<file path="src/rtl/rst_seq_pkg.sv">
// Shared definitions for the PLL reset sequencer: FSM state encoding,
// retry counter width and a small constant helper.
package rst_seq_pkg;

  typedef enum logic [2:0] {
    PLL_RST   = 3'd0,
    WAIT_LOCK = 3'd1,
    STABLE    = 3'd2,
    RELEASE   = 3'd3,
    RUN       = 3'd4
  } seq_state_t;

  localparam int RETRY_W = 8;
  localparam logic [RETRY_W-1:0] RETRY_MAX = '1;

  // Larger of two integers, usable in constant expressions for sizing.
  function automatic int max_of(input int a, input int b);
    return (a > b) ? a : b;
  endfunction

endpackage

</file>
<file path="src/rtl/sync_bit.sv">
// Generic multi-flop single-bit synchronizer with synchronous reset.
// The output is the input delayed by STAGES flops.
module sync_bit #(
  parameter int STAGES = 2
) (
  input  logic clk,
  input  logic rst,
  input  logic d,
  output logic q
);

  logic [STAGES-1:0] chain;

  // Shift the asynchronous input through the flop chain; reset clears it.
  always_ff @(posedge clk) begin
    if (rst) begin
      chain <= '0;
    end else begin
      chain <= {chain[STAGES-2:0], d};
    end
  end

  assign q = chain[STAGES-1];

endmodule

</file>
<file path="src/rtl/pll_rst_seq.sv">
// PLL and reset sequencer: pulses the PLL reset, waits for a stable lock
// (with timeout and retry), then releases NUM_CH active-low channel resets
// in index order, reacting to lock loss and software reset requests.
// Optional feature macro: PLL_RST_SEQ_LOCK_LOSS_EN -- when defined, lock
// loss while in RUN restarts the full sequence; otherwise RUN ignores lock.
module pll_rst_seq
  import rst_seq_pkg::*;
#(
  parameter int NUM_CH       = 4,
  parameter int HOLD_CNT     = 50,
  parameter int PLL_RST_CYC  = 16,
  parameter int STABLE_CNT   = 16,
  parameter int LOCK_TIMEOUT = 100000,
  parameter int SYNC_STAGES  = 2
) (
  input  logic               clk_i,
  input  logic               rst_i,
  input  logic               pll_locked_i,
  input  logic               sw_rst_req_i,
  output logic               pll_rst_o,
  output logic [NUM_CH-1:0]  rst_n_o,
  output logic               done_o,
  output logic [RETRY_W-1:0] retry_cnt_o,
  output logic [2:0]         state_o
);

  localparam int MAX_CNT = max_of(max_of(HOLD_CNT, PLL_RST_CYC),
                                  max_of(STABLE_CNT, LOCK_TIMEOUT));
  localparam int CNT_W   = $clog2(MAX_CNT + 1);
  localparam int IDX_W   = (NUM_CH > 1) ? $clog2(NUM_CH) : 1;

  localparam logic [CNT_W-1:0] PLL_RST_END = CNT_W'(PLL_RST_CYC);
  localparam logic [CNT_W-1:0] TIMEOUT_END = CNT_W'(LOCK_TIMEOUT - 1);
  localparam logic [CNT_W-1:0] STABLE_END  = CNT_W'(STABLE_CNT - 1);
  localparam logic [CNT_W-1:0] HOLD_END    = CNT_W'(HOLD_CNT - 1);
  localparam logic [CNT_W-1:0] CNT_ONE     = CNT_W'(1);
  localparam logic [IDX_W-1:0] LAST_IDX    = IDX_W'(NUM_CH - 1);
  localparam logic [IDX_W-1:0] IDX_ONE     = IDX_W'(1);
  localparam logic [RETRY_W-1:0] RETRY_ONE = RETRY_W'(1);

  // Reject parameter sets the counters and synchronizer cannot honour.
  if (NUM_CH < 1)       begin : g_bad_num_ch  $error("NUM_CH must be >= 1");       end
  if (HOLD_CNT < 1)     begin : g_bad_hold    $error("HOLD_CNT must be >= 1");     end
  if (PLL_RST_CYC < 2)  begin : g_bad_rst_cyc $error("PLL_RST_CYC must be >= 2");  end
  if (STABLE_CNT < 1)   begin : g_bad_stable  $error("STABLE_CNT must be >= 1");   end
  if (LOCK_TIMEOUT < 1) begin : g_bad_timeout $error("LOCK_TIMEOUT must be >= 1"); end
  if (SYNC_STAGES < 2)  begin : g_bad_sync    $error("SYNC_STAGES must be >= 2");  end

  seq_state_t          state, state_nxt;
  logic [CNT_W-1:0]    cnt, cnt_nxt;
  logic [IDX_W-1:0]    idx, idx_nxt;
  logic [NUM_CH-1:0]   rst_n, rst_n_nxt;
  logic                done, done_nxt;
  logic                pll_rst, pll_rst_nxt;
  logic [RETRY_W-1:0]  retry, retry_nxt;
  logic                locked;

  sync_bit #(
    .STAGES (SYNC_STAGES)
  ) u_lock_sync (
    .clk (clk_i),
    .rst (rst_i),
    .d   (pll_locked_i),
    .q   (locked)
  );

  // Next-state and next-output logic; every output is computed here and
  // registered below so nothing reaches the pins combinationally.
  always_comb begin
    state_nxt   = state;
    cnt_nxt     = cnt;
    idx_nxt     = idx;
    rst_n_nxt   = rst_n;
    done_nxt    = done;
    pll_rst_nxt = pll_rst;
    retry_nxt   = retry;

    unique case (state)
      PLL_RST: begin
        rst_n_nxt   = '0;
        done_nxt    = 1'b0;
        pll_rst_nxt = 1'b1;
        if (cnt == PLL_RST_END) begin
          state_nxt   = WAIT_LOCK;
          cnt_nxt     = '0;
          pll_rst_nxt = 1'b0;
        end else begin
          cnt_nxt = cnt + CNT_ONE;
        end
      end

      WAIT_LOCK: begin
        rst_n_nxt   = '0;
        done_nxt    = 1'b0;
        pll_rst_nxt = 1'b0;
        if (locked) begin
          state_nxt = STABLE;
          cnt_nxt   = '0;
        end else if (cnt == TIMEOUT_END) begin
          state_nxt   = PLL_RST;
          cnt_nxt     = '0;
          pll_rst_nxt = 1'b1;
          if (retry != RETRY_MAX) begin
            retry_nxt = retry + RETRY_ONE;
          end
        end else begin
          cnt_nxt = cnt + CNT_ONE;
        end
      end

      STABLE: begin
        rst_n_nxt   = '0;
        done_nxt    = 1'b0;
        pll_rst_nxt = 1'b0;
        if (!locked) begin
          state_nxt = WAIT_LOCK;
          cnt_nxt   = '0;
        end else if (cnt == STABLE_END) begin
          state_nxt = RELEASE;
          cnt_nxt   = '0;
          idx_nxt   = '0;
        end else begin
          cnt_nxt = cnt + CNT_ONE;
        end
      end

      RELEASE: begin
        pll_rst_nxt = 1'b0;
        if (!locked) begin
          state_nxt   = PLL_RST;
          cnt_nxt     = '0;
          idx_nxt     = '0;
          rst_n_nxt   = '0;
          done_nxt    = 1'b0;
          pll_rst_nxt = 1'b1;
        end else if (sw_rst_req_i) begin
          cnt_nxt   = '0;
          idx_nxt   = '0;
          rst_n_nxt = '0;
          done_nxt  = 1'b0;
        end else if (cnt == HOLD_END) begin
          rst_n_nxt[idx] = 1'b1;
          cnt_nxt        = '0;
          if (idx == LAST_IDX) begin
            state_nxt = RUN;
            idx_nxt   = '0;
            done_nxt  = 1'b1;
          end else begin
            idx_nxt = idx + IDX_ONE;
          end
        end else begin
          cnt_nxt = cnt + CNT_ONE;
        end
      end

      RUN: begin
        pll_rst_nxt = 1'b0;
        cnt_nxt     = '0;
`ifdef PLL_RST_SEQ_LOCK_LOSS_EN
        if (!locked) begin
          state_nxt   = PLL_RST;
          idx_nxt     = '0;
          rst_n_nxt   = '0;
          done_nxt    = 1'b0;
          pll_rst_nxt = 1'b1;
        end else if (sw_rst_req_i) begin
          state_nxt = RELEASE;
          idx_nxt   = '0;
          rst_n_nxt = '0;
          done_nxt  = 1'b0;
        end
`else
        if (sw_rst_req_i) begin
          state_nxt = RELEASE;
          idx_nxt   = '0;
          rst_n_nxt = '0;
          done_nxt  = 1'b0;
        end
`endif
      end

      default: begin
        state_nxt   = PLL_RST;
        cnt_nxt     = '0;
        idx_nxt     = '0;
        rst_n_nxt   = '0;
        done_nxt    = 1'b0;
        pll_rst_nxt = 1'b1;
      end
    endcase
  end

  // State, counters and registered outputs; reset forces the PLL into reset
  // and holds every channel in reset.
  always_ff @(posedge clk_i) begin
    if (rst_i) begin
      state   <= PLL_RST;
      cnt     <= '0;
      idx     <= '0;
      rst_n   <= '0;
      done    <= 1'b0;
      pll_rst <= 1'b1;
      retry   <= '0;
    end else begin
      state   <= state_nxt;
      cnt     <= cnt_nxt;
      idx     <= idx_nxt;
      rst_n   <= rst_n_nxt;
      done    <= done_nxt;
      pll_rst <= pll_rst_nxt;
      retry   <= retry_nxt;
    end
  end

  assign pll_rst_o   = pll_rst;
  assign rst_n_o     = rst_n;
  assign done_o      = done;
  assign retry_cnt_o = retry;
  assign state_o     = state;

endmodule

</file>
<file path="config.mk">
export PLATFORM = sky130hd
export DESIGN_NAME = pll_rst_seq
export DESIGN_NICKNAME = d
export VERILOG_FILES = /design/src/rtl/rst_seq_pkg.sv /design/src/rtl/sync_bit.sv /design/src/rtl/pll_rst_seq.sv
export SDC_FILE = /design/constraint.sdc
export NUM_CORES = 1
export LEC_CHECK = 0
export CORE_ASPECT_RATIO = 0.5
export CORE_MARGIN = 8
export CORE_UTILIZATION = 45
export DETAILED_ROUTE_END_ITERATION = 6
export GPL_ROUTABILITY_DRIVEN = 0
export HOLD_SLACK_MARGIN = 0.1
export PLACE_DENSITY = 0.77
export SETUP_SLACK_MARGIN = 0.2
export SYNTH_ARGS = -nofsm -noshare
export SYNTH_HDL_FRONTEND = slang
export SYNTH_HIERARCHICAL = 1
export SYNTH_SLANG_ARGS = --single-unit
</file>
<file path="constraint.sdc">
create_clock -name clk_i -period 2.22 [get_ports clk_i]
set_input_delay 0.333 -clock clk_i [delete_from_list [all_inputs] [get_ports clk_i]]
set_output_delay 0.333 -clock clk_i [all_outputs]
set_load 0.03 [all_outputs]
</file>
* Yosys cells after proc, flatten, opt, wreduce, memory -nomap -nowiden
Cells that the tools add are included.
** Operators by class
- Add/sub/neg operators :: 3
- Multipliers :: 0
- Divide/modulo/power cells :: 0
- Magnitude comparators :: 2
- Equal/unequal tests :: 21
- Shifts and indexed selects :: 0
- Mux-type cells :: 46
- Bitwise logic cells :: 3
- Reductions and logical operators :: 9
** Operators with widths (number)
- 17-bit two-way mux :: 8
- 17-bit case mux with 4 select lines :: 1
- 3-bit two-way mux :: 10
- 17-bit by 1-bit adder with 17-bit output, second input constant :: 1
- 17-bit == test, second input constant :: 1
- 17-bit by 4-bit == test with 1-bit output, second input constant :: 1
- 17-bit by 5-bit == test with 1-bit output, second input constant :: 1
- 17-bit by 6-bit == test with 1-bit output, second input constant :: 1
- 4-bit two-way mux :: 4
- 3-bit case mux with 5 select lines :: 1
- 2-bit two-way mux :: 7
- 3-bit inequality test, second input constant :: 4
- 1-bit two-way mux :: 10
- 8-bit by 1-bit adder with 8-bit output, second input constant :: 1
- 4-bit inequality test, second input constant :: 2
- 8-bit inequality test, second input constant :: 1
- 2-bit case mux with 4 select lines :: 1
- 4-bit case mux with 2 select lines :: 1
- 7-bit AND reduction :: 1
- 3-bit by 2-bit == test with 1-bit output, second input constant :: 2
- 2-bit inequality test, second input constant :: 3
- 5-bit AND reduction :: 1
- 4-bit bitwise OR :: 1
- 1-bit case mux with 4 select lines :: 1
- 17 further kinds :: 19
** Storage, ports and cells
- Bits in registers :: 38
- Bits in latches :: 0
- RAM bits :: 0
- Memory bits (read-only) :: 0
- Output and inout bits :: 17
- Memories :: 0

* Depth between registers and ports, before layout
Gate-level depths: netlist of run 1.
- Depth after elaboration :: 9
- Gate-level depth with buffers :: 7

* By module
The synthesis of run 1 kept the hierarchy.
** By module, submodules not included
- pll_rst_seq :: times used 1, cells each 221, area an instance 1926.8 um2, seq. area each 720.7 um2
- sync_bit :: times used 1, cells each 4, area an instance 52.6 um2, seq. area each 40.0 um2

* Worst setup path before layout of run 1
OpenSTA, ideal clock, no wires.
- Kind :: register -> register
- From :: register state[0] (netlist: state_o[0])
- To :: register retry[7] (netlist: retry_cnt_o[7])
- Setup time :: 0.070 ns
- Data arrival time :: 1.930 ns
- Path slack :: 0.220 ns
- Cell stages (with the launch flop) :: 7
- Clock period less this slack :: 2.000 ns
- Path through :: dfxtp_1 -> or4b_4 -> nor3_4 -> nand3_2 -> buf_6 -> or3_1 -> a21oi_1
** On the way
- Longest elaborated chain between the ends :: 2
** Ends and longest elaborated chain
- start: declaration :: RTL line pll_rst_seq.sv:49 : seq_state_t state, state_nxt;
- start signal: assignment :: RTL line pll_rst_seq.sv:205 : state <= state_nxt;
- 3-bit by 1-bit == test with 1-bit output :: RTL line pll_rst_seq.sv:78 : unique case (state)
- 4-bit AND reduction (no source line)
- end signal: assignment :: RTL line pll_rst_seq.sv:211 : retry <= retry_nxt;
- end: declaration :: RTL line pll_rst_seq.sv:55 : logic [RETRY_W-1:0] retry, retry_nxt;
No other way between the ends.
A chain may end at the register's enable or synchronous reset.

* Final worst setup path of run 1
- From :: register state[1] (netlist: state_o[1])
- To :: register retry[6] (netlist: retry_cnt_o[6])
The elaborated chain is that of the path after synthesis.

==> results of run 1 <==
-- what timing repair did --
item	in CTS	in global routing
pin swaps	0	1
buffers inserted	0	1
endpoints found under the setup margin	3	33
gates resized for setup	2	7
gates cloned	0	0
-- Yosys cell counts (all sizes together) (4+ instances only) --
master,n
nand4,7
nor3,4
clkbuf,5
xnor2,8
nor2b,5
o21ai,8
nand3,8
nand2,12
inv,10
and3,5
a31oi,5
dfxtp,38
ha,8
nor4,4
nor2,30
nand3b,4
or3,5
xor2,8
a21oi,7
o31ai,4
-- through the flow --
step	std cells	total power, W	hold WS, ns	util	worst slack (ns)
5_1_grt	310	0.00128	0.456	0.555	0.197
4_1_cts	309	0.00124	0.444	0.546	0.191
3_3_place_gp	301	0.000751	0.419	0.522	0.249
3_5_place_dp	301	0.000752	0.429	0.522	0.148
6_report	310	0.00123	0.436	0.555	0.272
2_1_floorplan	225	0.000737	0.405	-	0.220
-- sequential cells by signal, indices dropped and copies added (netlist names) --
name	flops
state_o	3
done_o	1
retry_cnt_o	8
pll_rst_o	1
u_lock_sync/chain	2
rst_n_o	4
idx	2
cnt	17
-- worst max-delay path, delay by kind of cell (launching register included) --
family             cells  cell delay, ns
AOI/OAI and AO/OA      1            0.16
and+or+nand+nor        4            1.39
DFF                    1            0.32
-- how the worst max path moves through the flow --
stage	slack [ns]	to	cells past startpoint	from
after global routing	0.20	retry_cnt_o[6]$_SDFFE_PP0P_	6	cnt[1]$_SDFF_PP0_
final	0.27	retry_cnt_o[6]$_SDFFE_PP0P_	5	state_o[1]$_SDFFE_PP0P_
after detailed placement	0.15	retry_cnt_o[6]$_SDFFE_PP0P_	6	cnt[0]$_SDFF_PP0_
after CTS	0.19	state_o[0]$_SDFFE_PP0P_	5	cnt[6]$_SDFF_PP0_
after floorplan	0.22	retry_cnt_o[7]$_SDFFE_PP0P_	6	state_o[0]$_SDFFE_PP0P_
after global placement	0.25	state_o[0]$_SDFFE_PP0P_	6	sw_rst_req_i
-- routing by layer --
layer / GRT usage / share of wire
met5: 0 / 0
met4: 0.0351 / 0.013
met3: 0.0370 / 0.055
met2: 0.193 / 0.46
met1: 0.155 / 0.47
-- cells by family after synthesis --
family                   synth area share
AND/OR/NAND/NOR                     0.284
AO/OA/AOI/OAI                       0.162
flip-flops                          0.384
buffers and inverters              0.0436
XOR/XNOR                           0.0708
adder cells (fa/ha/maj)            0.0506
multiplexers                      0.00506
-- final cells by class --
class	instances	area share
Clock buffer	6	0.0344
Clock inverter	2	0.00522
Inverter	10	0.0156
Multi-Input combinational cell	169	0.489
Sequential cell	38	0.318
Tap cell	57	0.0297
Timing Repair Buffer	28	0.109
-- placed cells by master, fill, tap and decap left out, types with 3 or more instances in the layout --
cell and count:
nor2b_1 5, nor2_1 30, nand2_1 12, or4_1 3, clkdlybuf4s50_1 20, or3_1 5, a31oi_1 5, ha_1 7
nor4_1 3, inv_1 10, dfxtp_1 37, xor2_1 8, and4_1 3, o21ai_0 8, and3_1 4, clkbuf_8 6
nand3b_1 4, buf_4 8, nand4_1 7, a21oi_1 7, xnor2_1 8, nand3_1 7
-- power by group through the flow --
stage	clock network [W]	registers [W]	logic [W]
floorplan	0	0.000709	0.0000280
global placement	0	0.000710	0.0000404
detailed placement	0	0.000711	0.0000411
CTS	0.000505	0.000695	0.0000414
global route	0.000536	0.000696	0.0000463
finish	0.000497	0.000695	0.0000419
==> results.json, run 1 <==
{
  "power_leakage_nw": 0.836,
  "fp.dieArea_um2": 6910,
  "worstPathCellList": "or4b_4, nor3_4, nand3_4, or4_1, a21oi_1",
  "initial_utilization": 0.458,
  "start_kind": "register",
  "syn-cell-area_um2": 1980,
  "postRouteAntennaNets": 0,
  "crit_arrival_ns": 2.16,
  "drive_gt1_frac": 0.123,
  "place_area_um2": 2250,
  "clock.fmax_mhz": 513,
  "yosysSeqAreaShare": 0.384,
  "hold_depth": 1,
  "critical_path_class": "register to register",
  "rows": 17,
  "rsz0062_at_grt": "false",
  "yosys-top-cells-area": "dfxtp_1, nor2_1, ha_1",
  "ff2ff_path_depth": 5,
  "synth_cells": 225,
  "drc": 0,
  "grt_pass1_wl_um": 7050,
  "numCtsBuffers": 5,
  "synth_area_leader_cell": "dfxtp_1",
  "power.share.clock": 0.402,
  "final_area_um2": 2400,
  "grt_use_total": 0.122,
  "wire_per_inst_um": 13.9,
  "cp_max_fo": 14,
  "cts_buffer_depth": 2,
  "fill_cells": 385,
  "hp-class": "register to register",
  "swShare": 0.225,
  "internal_power_w": 0.000956,
  "combPwrFrac": 0.034,
  "grt_max_degree": 18,
  "h-tree-depth": 2,
  "reg2reg_to": "retry_cnt_o[6]$_SDFFE_PP0P_",
  "worstSkewPairLatency_ns": 0.29,
  "cp.required_ns": 2.43,
  "nets": 264,
  "tightestPinTransition_ns": 0.535,
  "die-width_um": 110,
  "worst_clock_skew_ns": 0.00980,
  "ff2ff_setup_slack_ns": 0.27,
  "num_vias": 1735,
  "synth_edf_count": 0,
  "cts.sinks": 38,
  "ff_latch_area_um2": 762,
  "grt_pass1_vias": 1564,
  "drt-vias-per-instance": 5.60,
  "routed_wirelength_um": 4320,
  "yosysTopAreaCellShare": 0.384,
  "slowest_delay_ns": 0.56,
  "power_switching_w": 0.000278,
  "cts-root-buf": "clkbuf_8",
  "synth_ff_type": "dfxtp_1",
  "synth_async_sr_flop_share": 0,
  "synthToLayoutAreaGrowth_pct": 21.2,
  "antenna_found_initial": 0,
  "gr-total-overflow": 0,
  "cp-end-kind": "register",
  "power_density_nw_per_um2": 514,
  "syn_avg_cell_area_um2": 8.80,
  "period_needed_ns": 1.95,
  "clkSlewWorstSetupHoldPaths_ns": 0.08,
  "synth-seq-cells": 38,
  "hold_path.startpoint": "u_lock_sync/chain[0]$_SDFF_PP0_",
  "hold_path_end": "u_lock_sync/chain[1]$_SDFF_PP0_",
  "pwr-share-seq": 0.564,
  "core_um2": 4320,
  "finalSetupViolCount": 0,
  "multi_input_area_um2": 1170,
  "rr_startpoint": "state_o[1]$_SDFFE_PP0P_",
  "io_buffers": 20,
  "first_iter_violations": 72,
  "synth_fp_nets": 237,
  "place_hpwl_um": 3000,
  "dieHeight_um": 62.9,
  "cts_hold_repair.buffers": 0,
  "cts_tree": "done",
  "fin_crit_sh": 0.878,
  "synth_warnings": 6,
  "slew_headroom": 0.641,
  "ys_types": 52,
  "cpMaxStageDelayCell": "or4b_4",
  "antenna_cells": 0,
  "tns_ns": 0,
  "drv_slew": 0,
  "hold_violations": 0,
  "first_pass_iters": 4,
  "max-vdd-ir-drop_v": 0.000268,
  "boundaryPins": 21,
  "cap_violations": 0,
  "status": "finished clean"
}
Power figures use the tool's default switching activity.
==> run 2, diff against run 1 <==
Settings changed: CORE_MARGIN 8 to default, CTS_BUF_LIST from default to sky130_fd_sc_hd__clkbuf_16.
==> results.json, run 2 (synthesis gave the netlist of run 1 again) <==
{
  "final_common_cell": "dfxtp_1",
  "wl_met3_um": 146,
  "fill_cells": 354,
  "ff2ff_setup_slack_ns": 0.32,
  "io_buffers": 20,
  "worstSkewPairLatency_ns": 0.28,
  "drv_slew": 0,
  "critical_path_class": "register to register",
  "met2WireLength_um": 2000,
  "hp-class": "register to register",
  "grt_pass1_wl_um": 7120,
  "grt_max_degree": 18,
  "dieHeight_um": 48.9,
  "crit_arrival_ns": 2.11,
  "wire_per_inst_um": 13.5,
  "synthToLayoutAreaGrowth_pct": 23.5,
  "hold_violations": 0,
  "power_density_nw_per_um2": 569,
  "fin_crit_sh": 0.856,
  "cts.sinks": 38,
  "core_um2": 4060,
  "clkSlewWorstSetupHoldPaths_ns": 0.05,
  "rsz0062_at_grt": "true",
  "status": "finished clean",
  "routed.top_layer": "met4",
  "max-vdd-ir-drop_v": 0.000280,
  "numCtsBuffers": 5,
  "antenna_found_initial": 0,
  "cp-startpoint": "state_o[1]$_SDFFE_PP0P_",
  "gr-total-overflow": 0,
  "final_cell_mix": "dfxtp_1, nor2_1, clkdlybuf4s50_1, inv_1, nand2_1",
  "drive_gt1_frac": 0.114,
  "rr_startpoint": "state_o[1]$_SDFFE_PP0P_",
  "cts-root-buf": "clkbuf_16",
  "clock.fmax_mhz": 526,
  "cts_hold_repair.buffers": 0,
  "cp-end-kind": "register",
  "cts_buffer_depth": 2,
  "pre_cts_ws_ns": 0.145,
  "cap_violations": 0,
  "power_leakage_nw": 0.869,
  "rows": 16,
  "largest_reg_flops": 17,
  "power_w": 0.00139,
  "postRouteAntennaNets": 0,
  "num_vias": 1755,
  "drt-vias-per-instance": 5.68,
  "first_iter_violations": 79,
  "grt_use_total": 0.194,
  "fp.dieArea_um2": 4680,
  "reg2reg_to": "retry_cnt_o[6]$_SDFFE_PP0P_",
  "hold_depth": 1,
  "cts_tree": "done",
  "slew_headroom": 0.668,
  "die-width_um": 95.8,
  "finalSetupViolCount": 0,
  "boundaryPins": 21,
  "top_register": "cnt",
  "tns_ns": 0,
  "period_needed_ns": 1.90,
  "start_kind": "register",
  "antenna_cells": 0,
  "cp.required_ns": 2.43,
  "setup_ws_ns": 0.320,
  "grt_pass1_vias": 1679,
  "routed_wirelength_um": 4160,
  "drc": 0,
  "initial_utilization": 0.487,
  "crit_end": "retry_cnt_o[6]$_SDFFE_PP0P_",
  "ff2ff_path_depth": 5,
  "first_pass_iters": 5,
  "place_hpwl_um": 2920,
  "h-tree-depth": 2,
  "tightestPinTransition_ns": 0.495,
  "worst_clock_skew_ns": 0.00351,
  "nets": 267,
  "wl_met1_um": 1960,
  "cp_max_fo": 12
}
-- run 2: area by class of cell --
| class | count | area [µm²] | share of cell area |
|---|---|---|---|
| sequential | 38 | 761 | 0.311 |
| tap | 54 | 67.6 | 0.0276 |
| multi-input combinational | 169 | 1160 | 0.474 |
| clock inverter | 2 | 7.51 | 0.00307 |
| inverter | 10 | 37.5 | 0.0154 |
| timing repair buffer | 31 | 287 | 0.117 |
| clock buffer | 5 | 125 | 0.0512 |
-- run 2: what timing repair did --
item                                    in CTS  in global routing
endpoints found under the setup margin       1                 31
pin swaps                                    0                  1
setup buffers                                0                  3
gates resized for setup                      1                  6
-- run 2: report_power, final --
part / switching (W) / total (W) / internal [W]
clock network: 0.000248 / 0.000649 / 0.000401
registers: 0.00000569 / 0.000695 / 0.000689
logic: 0.0000264 / 0.0000473 / 0.0000210
total: 0.000280 / 0.00139 / 0.00111
-- run 2: worst max-delay path, stage by stage, from the launching register on --
cell and delay [ns]:
dfxtp_1 0.32, or4b_4 0.56, nor3_4 0.21, nand3_4 0.16, or4_1 0.42, a21oi_1 0.15
-- run 2: layer usage --
metal  GRT usage  vias up
li1            -      876
met1       0.242      834
met2       0.314       38
met3      0.0498        7
met4      0.0896        0
met5           0        -
-- run 2: worst min-delay path by stage --
stage,from,to,slack [ns]
after floorplan,rst_i,u_lock_sync/chain[0]$_SDFF_PP0_,0.40
after global placement,u_lock_sync/chain[0]$_SDFF_PP0_,u_lock_sync/chain[1]$_SDFF_PP0_,0.42
after detailed placement,u_lock_sync/chain[0]$_SDFF_PP0_,u_lock_sync/chain[1]$_SDFF_PP0_,0.43
after CTS,u_lock_sync/chain[0]$_SDFF_PP0_,u_lock_sync/chain[1]$_SDFF_PP0_,0.45
after global routing,u_lock_sync/chain[0]$_SDFF_PP0_,u_lock_sync/chain[1]$_SDFF_PP0_,0.46
final,u_lock_sync/chain[0]$_SDFF_PP0_,u_lock_sync/chain[1]$_SDFF_PP0_,0.44
-- run 2: through the flow --
stage           util  instance area, µm²  std cells  hold slack, ns
2_1_floorplan      -                1980        225           0.405
3_3_place_gp   0.556                2260        299           0.421
3_5_place_dp   0.556                2260        299           0.434
4_1_cts        0.590                2400        306           0.448
5_1_grt        0.601                2440        309           0.458
6_report       0.601                2440        309           0.441
